===== src/rtl/bnn_uart_pkg.sv =====
// Shared UART definitions for the BNN controller serial path (tx and rx).
// Holds the frame FSM state type, the idle line level and default timing.
package bnn_uart_pkg;

    typedef enum logic [1:0] {
        UART_IDLE,
        UART_START,
        UART_DATA,
        UART_STOP
    } uart_state_t;

    localparam logic UART_IDLE_LEVEL      = 1'b1;
    localparam int   DEFAULT_CLKS_PER_BIT = 868;
    localparam int   DEFAULT_DATA_BITS    = 8;

endpackage


===== src/rtl/bnn_uart_tx_fifo.sv =====
// Byte FIFO between the controller and the UART transmitter FSM.
// Ports: push/din write, pop/dout read (dout shows head), full/empty/count status.
module bnn_uart_tx_fifo #(
    parameter int WIDTH = 8,
    parameter int DEPTH = 4
) (
    input  logic                       clk,
    input  logic                       rst_n,
    input  logic                       push,
    input  logic [WIDTH-1:0]           din,
    input  logic                       pop,
    output logic [WIDTH-1:0]           dout,
    output logic                       full,
    output logic                       empty,
    output logic [$clog2(DEPTH):0]     count
);

    localparam int PW = $clog2(DEPTH);
    localparam logic [PW-1:0] PTR_ONE  = PW'(1);
    localparam logic [PW:0]   CNT_ONE  = (PW+1)'(1);
    localparam logic [PW:0]   CNT_FULL = (PW+1)'(DEPTH);

    logic [WIDTH-1:0] mem [DEPTH];
    logic [PW-1:0]    wr_ptr;
    logic [PW-1:0]    rd_ptr;
    logic [PW:0]      cnt;
    logic             do_push;
    logic             do_pop;

    assign do_push = push && !full;
    assign do_pop  = pop && !empty;

    always_ff @(posedge clk or negedge rst_n) begin
        if (!rst_n) begin
            wr_ptr <= '0;
            rd_ptr <= '0;
            cnt    <= '0;
        end else begin
            if (do_push) wr_ptr <= wr_ptr + PTR_ONE;
            if (do_pop)  rd_ptr <= rd_ptr + PTR_ONE;
            if (do_push && !do_pop)
                cnt <= cnt + CNT_ONE;
            else if (do_pop && !do_push)
                cnt <= cnt - CNT_ONE;
        end
    end

    // Storage needs no reset: pointers and count define validity.
    always_ff @(posedge clk) begin
        if (do_push) mem[wr_ptr] <= din;
    end

    assign dout  = mem[rd_ptr];
    assign full  = (cnt == CNT_FULL);
    assign empty = (cnt == '0);
    assign count = cnt;

endmodule


===== src/rtl/bnn_uart_tx.sv =====
// UART transmitter (8N1 default, LSB first) with CTS flow control and byte FIFO.
// Ports: data_in/data_valid/data_ready push side, cts pin in, tx line, busy, tx_done pulse.
module bnn_uart_tx
    import bnn_uart_pkg::*;
#(
    parameter int CLKS_PER_BIT = DEFAULT_CLKS_PER_BIT,
    parameter int DATA_BITS    = DEFAULT_DATA_BITS,
    parameter int STOP_BITS    = 1,
    parameter int FIFO_DEPTH   = 4
) (
    input  logic                 clk,
    input  logic                 rst_n,
    input  logic [DATA_BITS-1:0] data_in,
    input  logic                 data_valid,
    output logic                 data_ready,
    input  logic                 cts,
    output logic                 tx,
    output logic                 busy,
    output logic                 tx_done
);

    localparam int BW = $clog2(CLKS_PER_BIT);
    localparam int IW = $clog2(DATA_BITS);
    localparam int CW = $clog2(FIFO_DEPTH) + 1;

    localparam logic [BW-1:0] BAUD_ONE  = BW'(1);
    localparam logic [BW-1:0] BAUD_LAST = BW'(CLKS_PER_BIT - 1);
    localparam logic [IW-1:0] IDX_ONE   = IW'(1);
    localparam logic [IW-1:0] DATA_LAST = IW'(DATA_BITS - 1);
    localparam logic [IW-1:0] STOP_LAST = IW'(STOP_BITS - 1);

    uart_state_t          state, state_nx;
    logic [BW-1:0]        baud_cnt, baud_nx;
    logic [IW-1:0]        bit_idx, bit_nx;
    logic [DATA_BITS-1:0] shift_reg, shift_nx;
    logic                 tx_q, tx_nx;
    logic                 cts_q1, cts_s;

    logic                 fifo_push, fifo_pop;
    logic                 fifo_full, fifo_empty;
    logic [DATA_BITS-1:0] fifo_dout;
    logic [CW-1:0]        fifo_count;

    logic baud_end;
    logic start_ok;

    assign data_ready = !fifo_full;
    assign fifo_push  = data_valid && data_ready;
    assign baud_end   = (baud_cnt == BAUD_LAST);
    assign start_ok   = !fifo_empty && cts_s;

    bnn_uart_tx_fifo #(
        .WIDTH (DATA_BITS),
        .DEPTH (FIFO_DEPTH)
    ) u_fifo (
        .clk   (clk),
        .rst_n (rst_n),
        .push  (fifo_push),
        .din   (data_in),
        .pop   (fifo_pop),
        .dout  (fifo_dout),
        .full  (fifo_full),
        .empty (fifo_empty),
        .count (fifo_count)
    );

    // State, datapath and registered line output.
    always_ff @(posedge clk or negedge rst_n) begin
        if (!rst_n) begin
            state     <= UART_IDLE;
            baud_cnt  <= '0;
            bit_idx   <= '0;
            shift_reg <= '0;
            tx_q      <= UART_IDLE_LEVEL;
            cts_q1    <= 1'b0;
            cts_s     <= 1'b0;
        end else begin
            state     <= state_nx;
            baud_cnt  <= baud_nx;
            bit_idx   <= bit_nx;
            shift_reg <= shift_nx;
            tx_q      <= tx_nx;
            cts_q1    <= cts;
            cts_s     <= cts_q1;
        end
    end

    // Next state; cts_s is only looked at on frame boundaries.
    always_comb begin
        state_nx = state;
        baud_nx  = baud_cnt + BAUD_ONE;
        bit_nx   = bit_idx;
        shift_nx = shift_reg;
        fifo_pop = 1'b0;
        unique case (state)
            UART_IDLE: begin
                baud_nx = '0;
                if (start_ok) begin
                    fifo_pop = 1'b1;
                    shift_nx = fifo_dout;
                    state_nx = UART_START;
                end
            end
            UART_START: begin
                if (baud_end) begin
                    baud_nx  = '0;
                    bit_nx   = '0;
                    state_nx = UART_DATA;
                end
            end
            UART_DATA: begin
                if (baud_end) begin
                    baud_nx  = '0;
                    shift_nx = shift_reg >> 1;
                    if (bit_idx == DATA_LAST) begin
                        bit_nx   = '0;
                        state_nx = UART_STOP;
                    end else begin
                        bit_nx = bit_idx + IDX_ONE;
                    end
                end
            end
            UART_STOP: begin
                if (baud_end) begin
                    baud_nx = '0;
                    if (bit_idx == STOP_LAST) begin
                        bit_nx = '0;
                        // Chain straight into the next frame when allowed.
                        if (start_ok) begin
                            fifo_pop = 1'b1;
                            shift_nx = fifo_dout;
                            state_nx = UART_START;
                        end else begin
                            state_nx = UART_IDLE;
                        end
                    end else begin
                        bit_nx = bit_idx + IDX_ONE;
                    end
                end
            end
            default: state_nx = UART_IDLE;
        endcase
    end

    // Outputs; tx is computed from the next state so the flop lines up with state.
    always_comb begin
        tx_nx = UART_IDLE_LEVEL;
        unique case (state_nx)
            UART_START: tx_nx = 1'b0;
            UART_DATA:  tx_nx = shift_nx[0];
            default:    tx_nx = UART_IDLE_LEVEL;
        endcase
        tx_done = (state == UART_STOP) && baud_end && (bit_idx == STOP_LAST);
        busy    = (state != UART_IDLE) || (fifo_count != '0);
    end

    assign tx = tx_q;

endmodule


===== config.mk =====
export PLATFORM = sky130hd
export DESIGN_NAME = bnn_uart_tx
export DESIGN_NICKNAME = d
export VERILOG_FILES = /design/src/rtl/bnn_uart_pkg.sv /design/src/rtl/bnn_uart_tx_fifo.sv /design/src/rtl/bnn_uart_tx.sv
export SDC_FILE = /design/constraint.sdc
export NUM_CORES = 1
export LEC_CHECK = 0
export ABC_CLOCK_PERIOD_IN_PS = 5460
export CAP_MARGIN = 5
export CORE_MARGIN = 1.5
export CORE_UTILIZATION = 56
export CTS_BUF_LIST = sky130_fd_sc_hd__clkbuf_8 sky130_fd_sc_hd__clkbuf_16
export DETAILED_ROUTE_END_ITERATION = 16
export PLACE_DENSITY = 0.77
export SKIP_LAST_GASP = 1
export SLEW_MARGIN = 20
export SYNTH_ARGS = -nofsm -noshare
export SYNTH_HDL_FRONTEND = slang
export SYNTH_SLANG_ARGS = --single-unit

===== constraint.sdc =====
create_clock -name clk -period 5.46 [get_ports clk]
set_input_delay 1.092 -clock clk [delete_from_list [all_inputs] [get_ports clk]]
set_output_delay 1.092 -clock clk [all_outputs]
set_load 0.03 [all_outputs]

* Yosys cells after proc, flatten, opt, wreduce, memory -nomap -nowiden
Memories as Yosys holds them, arrays and structs flattened.
Cells that the tools add are included.
** Storage, ports and cells
- Register bits :: 33
- Latch bits :: 0
- Bits in writable memories :: 32
- Bits in read-only memories :: 0
- Logic and storage cells :: 84
- Memories :: 1
** Cells by class
- Add/subtract/negate cells :: 6
- Multipliers :: 0
- Divide/modulo/power cells :: 0
- Order comparisons :: 0
- Equal/unequal tests :: 12
- Shift operators :: 0
- Muxes and demuxes :: 30
- Bitwise gates (word level) :: 0
- Reductions and logical operators :: 24
** Memory list
- u_fifo.mem :: depth 4, bits a word 8, read ports 1, clocked after memory_dff 0, wr ports 1, line bnn_uart_tx_fifo.sv:23 : logic [WIDTH-1:0] mem [DEPTH];
** Operator list (count)
- $mux W8 :: 4
- $pmux W8 S3 :: 1
- $mux W3 :: 7
- $pmux W10 S2 :: 1
- $mux W2 :: 6
- $add A10 B1 Y10 const B :: 1
- $eq A10 B10 Y1 const B :: 1
- $mux W10 :: 1
- $pmux W3 S3 :: 1
- $reduce_bool A3 Y1 :: 3
- $logic_and A1 B1 Y1 :: 8
- $ne A2 B2 Y1 const B :: 4
- $pmux W2 S4 :: 1
- $reduce_and A4 Y1 :: 2
- $add A3 B1 Y3 const B :: 2
- $eq A2 B2 Y1 const B :: 3
- $eq A3 B3 Y1 const B :: 2
- $logic_not A3 Y1 :: 2
- $mux W1 :: 6
- $add A2 B1 Y2 const B :: 2
- $eq A2 B1 Y1 const B :: 2
- $logic_not A1 Y1 :: 4
- $pmux W1 S2 :: 2
- $reduce_bool A2 Y1 :: 2
- other kinds (4) :: 4

* Logic depth before layout (Yosys ltp)
Gate-level depths: netlist of the first run.
- Word-level depth :: 11
- Depth in mapped cells :: 12

* Hierarchy
Synthesis of the first run repeated with hierarchy kept, for this count alone.
** Second synthesis, totals
- Cells, all modules :: 223
- Area total of the unflattened synthesis :: 3078.0 um2
** Modules (own cells, without submodules)
- bnn_uart_tx_fifo :: times used 1, cells an instance 78, area an instance 1575.3 um2
- bnn_uart_tx :: times used 1, cells an instance 145, area an instance 1502.7 um2

* Worst setup path after synthesis of the first run
Ideal clock, no wire load.
- Kind :: register to output
- Start point :: register baud_cnt[0]
- End point :: output tx_done
- Arrival :: 1.582 ns
- Data required time :: 4.368 ns
- Path slack :: 2.786 ns
- Stages on the path, launching flop included :: 6
- Path buffers :: 1
- Cells stage by stage :: dfrtp_1 > ha_1 > and4bb_2 > and3_1 > clkbuf_1 > and2_1
** On the way
- Cells in the longest elaborated chain, start to end :: 3
** RTL lines
- from (decl) :: line bnn_uart_tx.sv:33 : logic [BW-1:0] baud_cnt, baud_nx;
- from (signal assigned) :: line bnn_uart_tx.sv:79 : baud_cnt <= baud_nx;
- $eq A10 B10 Y1 :: line bnn_uart_tx.sv:49 : assign baud_end = (baud_cnt == BAUD_LAST);
- $logic_and A1 B1 Y1 (2 in series) :: line bnn_uart_tx.sv:153 : tx_done = (state == UART_STOP) && baud_end && (bit_idx == STOP_LAST);
- to (decl) :: line bnn_uart_tx.sv:19 : output logic tx_done
Every way passes these cells.

* Final worst setup path of the first run
Ends and elaborated chain as after synthesis.

==> results of run 1 <==
## layout by cell type (no fill, tap or decap), drive strengths merged, types with 5 or more instances in the layout
master | Yosys | final
mux4 | 8 | 8
nand2 | 13 | 13
clkbuf | 6 | 9
ha | 13 | 13
nor2 | 17 | 17
nand3 | 6 | 6
edfxtp | 32 | 32
and3 | 11 | 11
a31oi | 6 | 6
xnor2 | 9 | 9
o21ai | 11 | 11
inv | 12 | 15
xor2 | 5 | 5
dfrtp | 32 | 32
clkdlybuf4s50 | 0 | 15
## layout make-up
class | count | area share, %
multi-input cells | 144 | 34.44
well taps | 70 | 2.516
flip-flops and latches | 65 | 51.37
inverters | 12 | 1.294
repair buffers | 16 | 4.529
clock inverters | 7 | 2.301
clock buffers | 9 | 3.559
## metal layers
| layer | share of wire, % | up-vias | track usage, % |
|---|---|---|---|
| met4 | 1.0 | 0 | 8.545 |
| met2 | 49 | 32 | 30.88 |
| li1 | - | 880 | - |
| met1 | 47 | 863 | 24.92 |
| met5 | 0 | - | 0 |
| met3 | 2.5 | 4 | 4.286 |
## critical path: stages, from the launching register on
cell and delay, ns:
dfrtp_1 0.39, ha_1 0.28, and4bb_2 0.30, and3_1 0.40, and2_1 0.18, clkdlybuf4s50_1 0.66
## power breakdown
| part | switching [uW] | internal (uW) | leakage, uW |
|---|---|---|---|
| logic | 239 | 222 | 0.000550 |
| registers | 88.6 | 634 | 0.000721 |
| clock network | 169 | 250 | 0.000114 |
| total | 497 | 1110 | 0.00138 |
## metrics by stage
step           utilization [%]  std cells
3_3_place_gp             62.96        307
6_report                 66.88        323
3_5_place_dp             62.96        307
2_1_floorplan                -        228
4_1_cts                  66.88        323
5_1_grt                  66.88        323
## logic make-up after synthesis
| family | share of synthesized area (%) |
|---|---|
| AO/OA/AOI/OAI | 9.265 |
| AND/OR/NAND/NOR | 12.84 |
| multiplexers | 6.908 |
| adder cells (fa/ha/maj) | 5.933 |
| buffers and inverters | 3.007 |
| flip-flops | 58.07 |
| XOR/XNOR | 3.982 |
## worst paths after layout
kind | startpoint | slack, ns | cells past startpoint | end
min in group asynchronous | rst_n | 1.16 | 2 | baud_cnt[5]$_DFF_PN0_
max in group asynchronous | rst_n | 3.96 | 2 | tx$_DFF_PN1_
worst min register to register | cts_q1$_DFF_PN0_ | 0.36 | 0 | cts_s$_DFF_PN0_
worst max-delay path | baud_cnt[0]$_DFF_PN0_ | 1.85 | 5 | tx_done
worst min-delay path | cts_q1$_DFF_PN0_ | 0.36 | 0 | cts_s$_DFF_PN0_
worst max register to register | state[0]$_DFF_PN0_ | 2.56 | 9 | u_fifo.count[1]$_DFFE_PN0P_
==> run metrics, run 1 <==
status finished clean; synthesis-to-finish area growth 13.04%; Starting Density between 50% and 60%; FFs w/ async S/R, synth a little over 50%; Antenna diodes 0; VDD IR max between 0.3 and 0.4 mV; setup_tns 0 ns; Layout Nets between 200 and 300; CTS tree built; Most used DFF post-synth edfxtp_1; worst-margin pin slew 0.5961 ns; Synth Net Count between 200 and 300; synthesis-stage register bit count 65; Post-Route Skew 0.009253 ns; cells after synthesis between 200 and 250; final number of setup-violating endpoints 0; gp weighted congestion 0.7697; Die ar. between 5000 and 6000 sq um; Largest register FFs 32; Hold Slack ~0.36 ns; Yosys top cell area share about 31%; multi-input logic area roughly 1200 sq um; vias in the first global route around 1900; Setup Fix Bufs, Post-CTS 0; pin count of the biggest net entering global routing 34; fraction of layout cells with a size suffix above 1 between 15 and 20%; EDFF count, synth 32; Max Clock Freq 0.2768 GHz; ratio of total power to cell area around 460 nW/um^2; Register Area 1788 sq um; cts hold-fix bufs 0; WL final 5.147 mm; CP required around 4.4 ns; Die X 77.15 microns; Crit Path Max Fanout 12; top post-synthesis cells by area edfxtp_1 31%, dfrtp_1 26%, mux4_2 5.9%; DRC viols 0; routed len/inst approximately 16 microns; endpoints failing hold 0; Warnings, synthesis 0; RSZ-0062 raised after global routing false; Via density 5.508; worst slack, placed 2.197 ns; post-route clock period utilization 66.16%; first-pass detailed-route iteration total 4; Max-cap violations 0; CTS sink cnt 65; Design Area, Final around 3500 sq um; initial antenna violation count 0; global route overflow 0; root buf cell clkbuf_8; global-route usage over all layers around a fifth; final worst setup slack around 1.8 ns; leading area contributor after synthesis edfxtp_1; number of top-level pins 16; crit path DAT approximately 2.5 ns; Routed Antenna Nets 0; post-synthesis average cell area ~14 sq um; HPWL Detailed between 3 and 4 mm; Power Total about 1600 uW; first-pass GRT wire length between 8 and 9 mm; placed inst area 3277 sq um; Unique masters post-synth a little over 50; core area ~5200 sq um; post-CTS sizing 0; CTS Buf Count 9; Lkg Pwr around 0.0014 uW; Max clock buf depth 2; Commonest cells post-synth 32 x dfrtp_1, 32 x edfxtp_1, 17 x nor2_1; CP Capture Type output port; HP Class register to register; minimum clock period around 3.6 ns; I/O Buffers 15; max-slew violation count 0; row count 26; Die Ht approximately 77 microns; drt initial violations 50; Startpoint Class register; Seq/Total Area, Yosys between 50% and 60%; H-Tree Depth 3; FILL cells 398; critical path type register to output port; via count ~1800; headroom to the max-slew limit 59.95%; clk_lat worst skew ~0.32 ns; Netlist Area Pre-Place just over 3000 sq um; clock transition at the registers of the reported paths roughly 0.07 ns
No activity file was read; power rests on OpenSTA's default activity.
==> run 2: changes to the inputs <==
Settings changed: ABC_CLOCK_PERIOD_IN_PS 5460 to 3000, CORE_UTILIZATION 56 to 53.
Clock period 5.46 ns to 3 ns, I/O delays scaled along.
==> run metrics, run 2 (synthesis gave the netlist of run 1 again) <==
setup_tns 0 ns; Non-Filler Instances ~330; Lkg Pwr ~0.0014 uW; Die X 79.22 microns; Worst Setup SP baud_cnt[0]$_DFF_PN0_; Max Clock Freq between 0.3 and 0.4 GHz; Routed Antenna Nets 0; headroom to the max-slew limit between 50% and 60%; gp weighted congestion 0.8183; global-route usage over all layers between 15 and 20%; critical path type register to output port; via count 1867; post-route clock period utilization between 90% and 100%; CTS tree built; crit-path cells ha_1 -> and4bb_2 -> and3_1 -> and2_1 -> clkdlybuf4s50_1; commonest cells after routing, fill and taps aside 32 x dfrtp_1, 32 x edfxtp_1, 17 x nor2_1, 15 x clkdlybuf4s50_1; fraction of layout cells with a size suffix above 1 around 19%; endpoints failing hold 0; synthesis-to-finish area growth 13.98%; Crit Path Max Fanout 6; RSZ-0062 raised after global routing false; I/O Buffers 15; VDD IR max just over 0.5 mV; ratio of total power to cell area around 830 nW/um^2; core area around 5500 sq um; reg2reg start baud_cnt[0]$_DFF_PN0_; root buf cell clkbuf_8; drt initial violations 56; Max clock buf depth 2; Power Total between 2000 and 3000 uW; Via density roughly 5.7; Antenna diodes 0; cts hold-fix bufs 0; minimum clock period roughly 2.9 ns; worst-margin pin slew around 0.64 ns; Hold Path Origin cts_q1$_DFF_PN0_; H-Tree Depth 3; HPWL Detailed 3.688 mm; initial antenna violation count 0; Startpoint Class register; first-pass detailed-route iteration total 4; number of top-level pins 16; CP Capture Type output port; CTS sink cnt 65; Post-Route Skew roughly 0.0098 ns; crit-path max cell delay between 0.6 and 0.7 ns; post-CTS sizing 0; max-slew violation count 0; row count 27; pin count of the biggest net entering global routing 34; status finished clean; crit path DAT between 2 and 2.5 ns; Layout Nets 278; clock transition at the registers of the reported paths roughly 0.080 ns; Setup Fix Bufs, Post-CTS 0; CTS Buf Count 9; Starting Density 55.58%; FILL cells between 400 and 500; WL final approximately 5.2 mm; routed len/inst around 16 microns; Die ar. ~6300 sq um; vias in the first global route 1853; HP Class register to register; reg-to-reg slack, setup 0.28 ns; final number of setup-violating endpoints 0; CP required about 2.4 ns; clk_lat worst skew roughly 0.35 ns; Hold Slack 0.3548 ns; Largest register FFs 32; DRC viols 0; Placed Cells approximately 310; Die Ht a little under 80 microns; Max-cap violations 0; first-pass GRT wire length ~9.0 mm; Slowest-stage cell, CP clkdlybuf4s50_1; global route overflow 0
run 2: path summary, 6_finish.rpt:
check,endpoint,cells after the start
min reg2reg,cts_s$_DFF_PN0_,0
max,tx_done,5
max in group asynchronous,tx$_DFF_PN1_,2
max reg2reg,u_fifo.count[1]$_DFFE_PN0P_,9
min,cts_s$_DFF_PN0_,0
min in group asynchronous,baud_cnt[9]$_DFF_PN0_,2
run 2: worst max-delay path, delay by kind of cell, from the launching register on:
| kind | cells | cell delay, ns |
|---|---|---|
| adder cells (fa/ha/maj) | 1 | 0.27 |
| buffers and inverters | 1 | 0.66 |
| flip-flops | 1 | 0.39 |
| AND/OR/NAND/NOR | 3 | 0.60 |
run 2: metrics by stage:
step / utilization [%] / setup WS (ns) / cell area, sq um
floorplan: - / 0.4124 / 3079
global placement: 59.73 / 0.3807 / 3309
detailed placement: 59.73 / 0.2718 / 3309
CTS: 63.35 / 0.1164 / 3510
global route: 63.35 / 0.003698 / 3510
finish: 63.35 / 0.1381 / 3510
run 2: routing by layer:
| metal | up-vias | track usage [%] | wire length (microns) |
|---|---|---|---|
| met1 | 915 | 25.02 | 2377 |
| met2 | 40 | 29.32 | 2479 |
| met5 | - | 0 | 0 |
| met4 | 0 | 10.53 | 149 |
| met3 | 16 | 6.092 | 228 |
| li1 | 896 | - | - |
run 2: report_power, final:
part / internal (uW) / switching, uW
combinational: 417 / 479
sequential: 1150 / 127
clock: 390 / 358
run 2: area by class of cell:
class                      count  area (sq um)  area share [%]
clock inverter                 7         76.32           2.175
multi-input combinational    144          1199           34.15
sequential                    65          1788           50.94
inverter                      12         45.04           1.283
clock buffer                   9         123.9           3.529
timing repair buffer          20         187.7           5.348
tap                           72         90.09           2.567
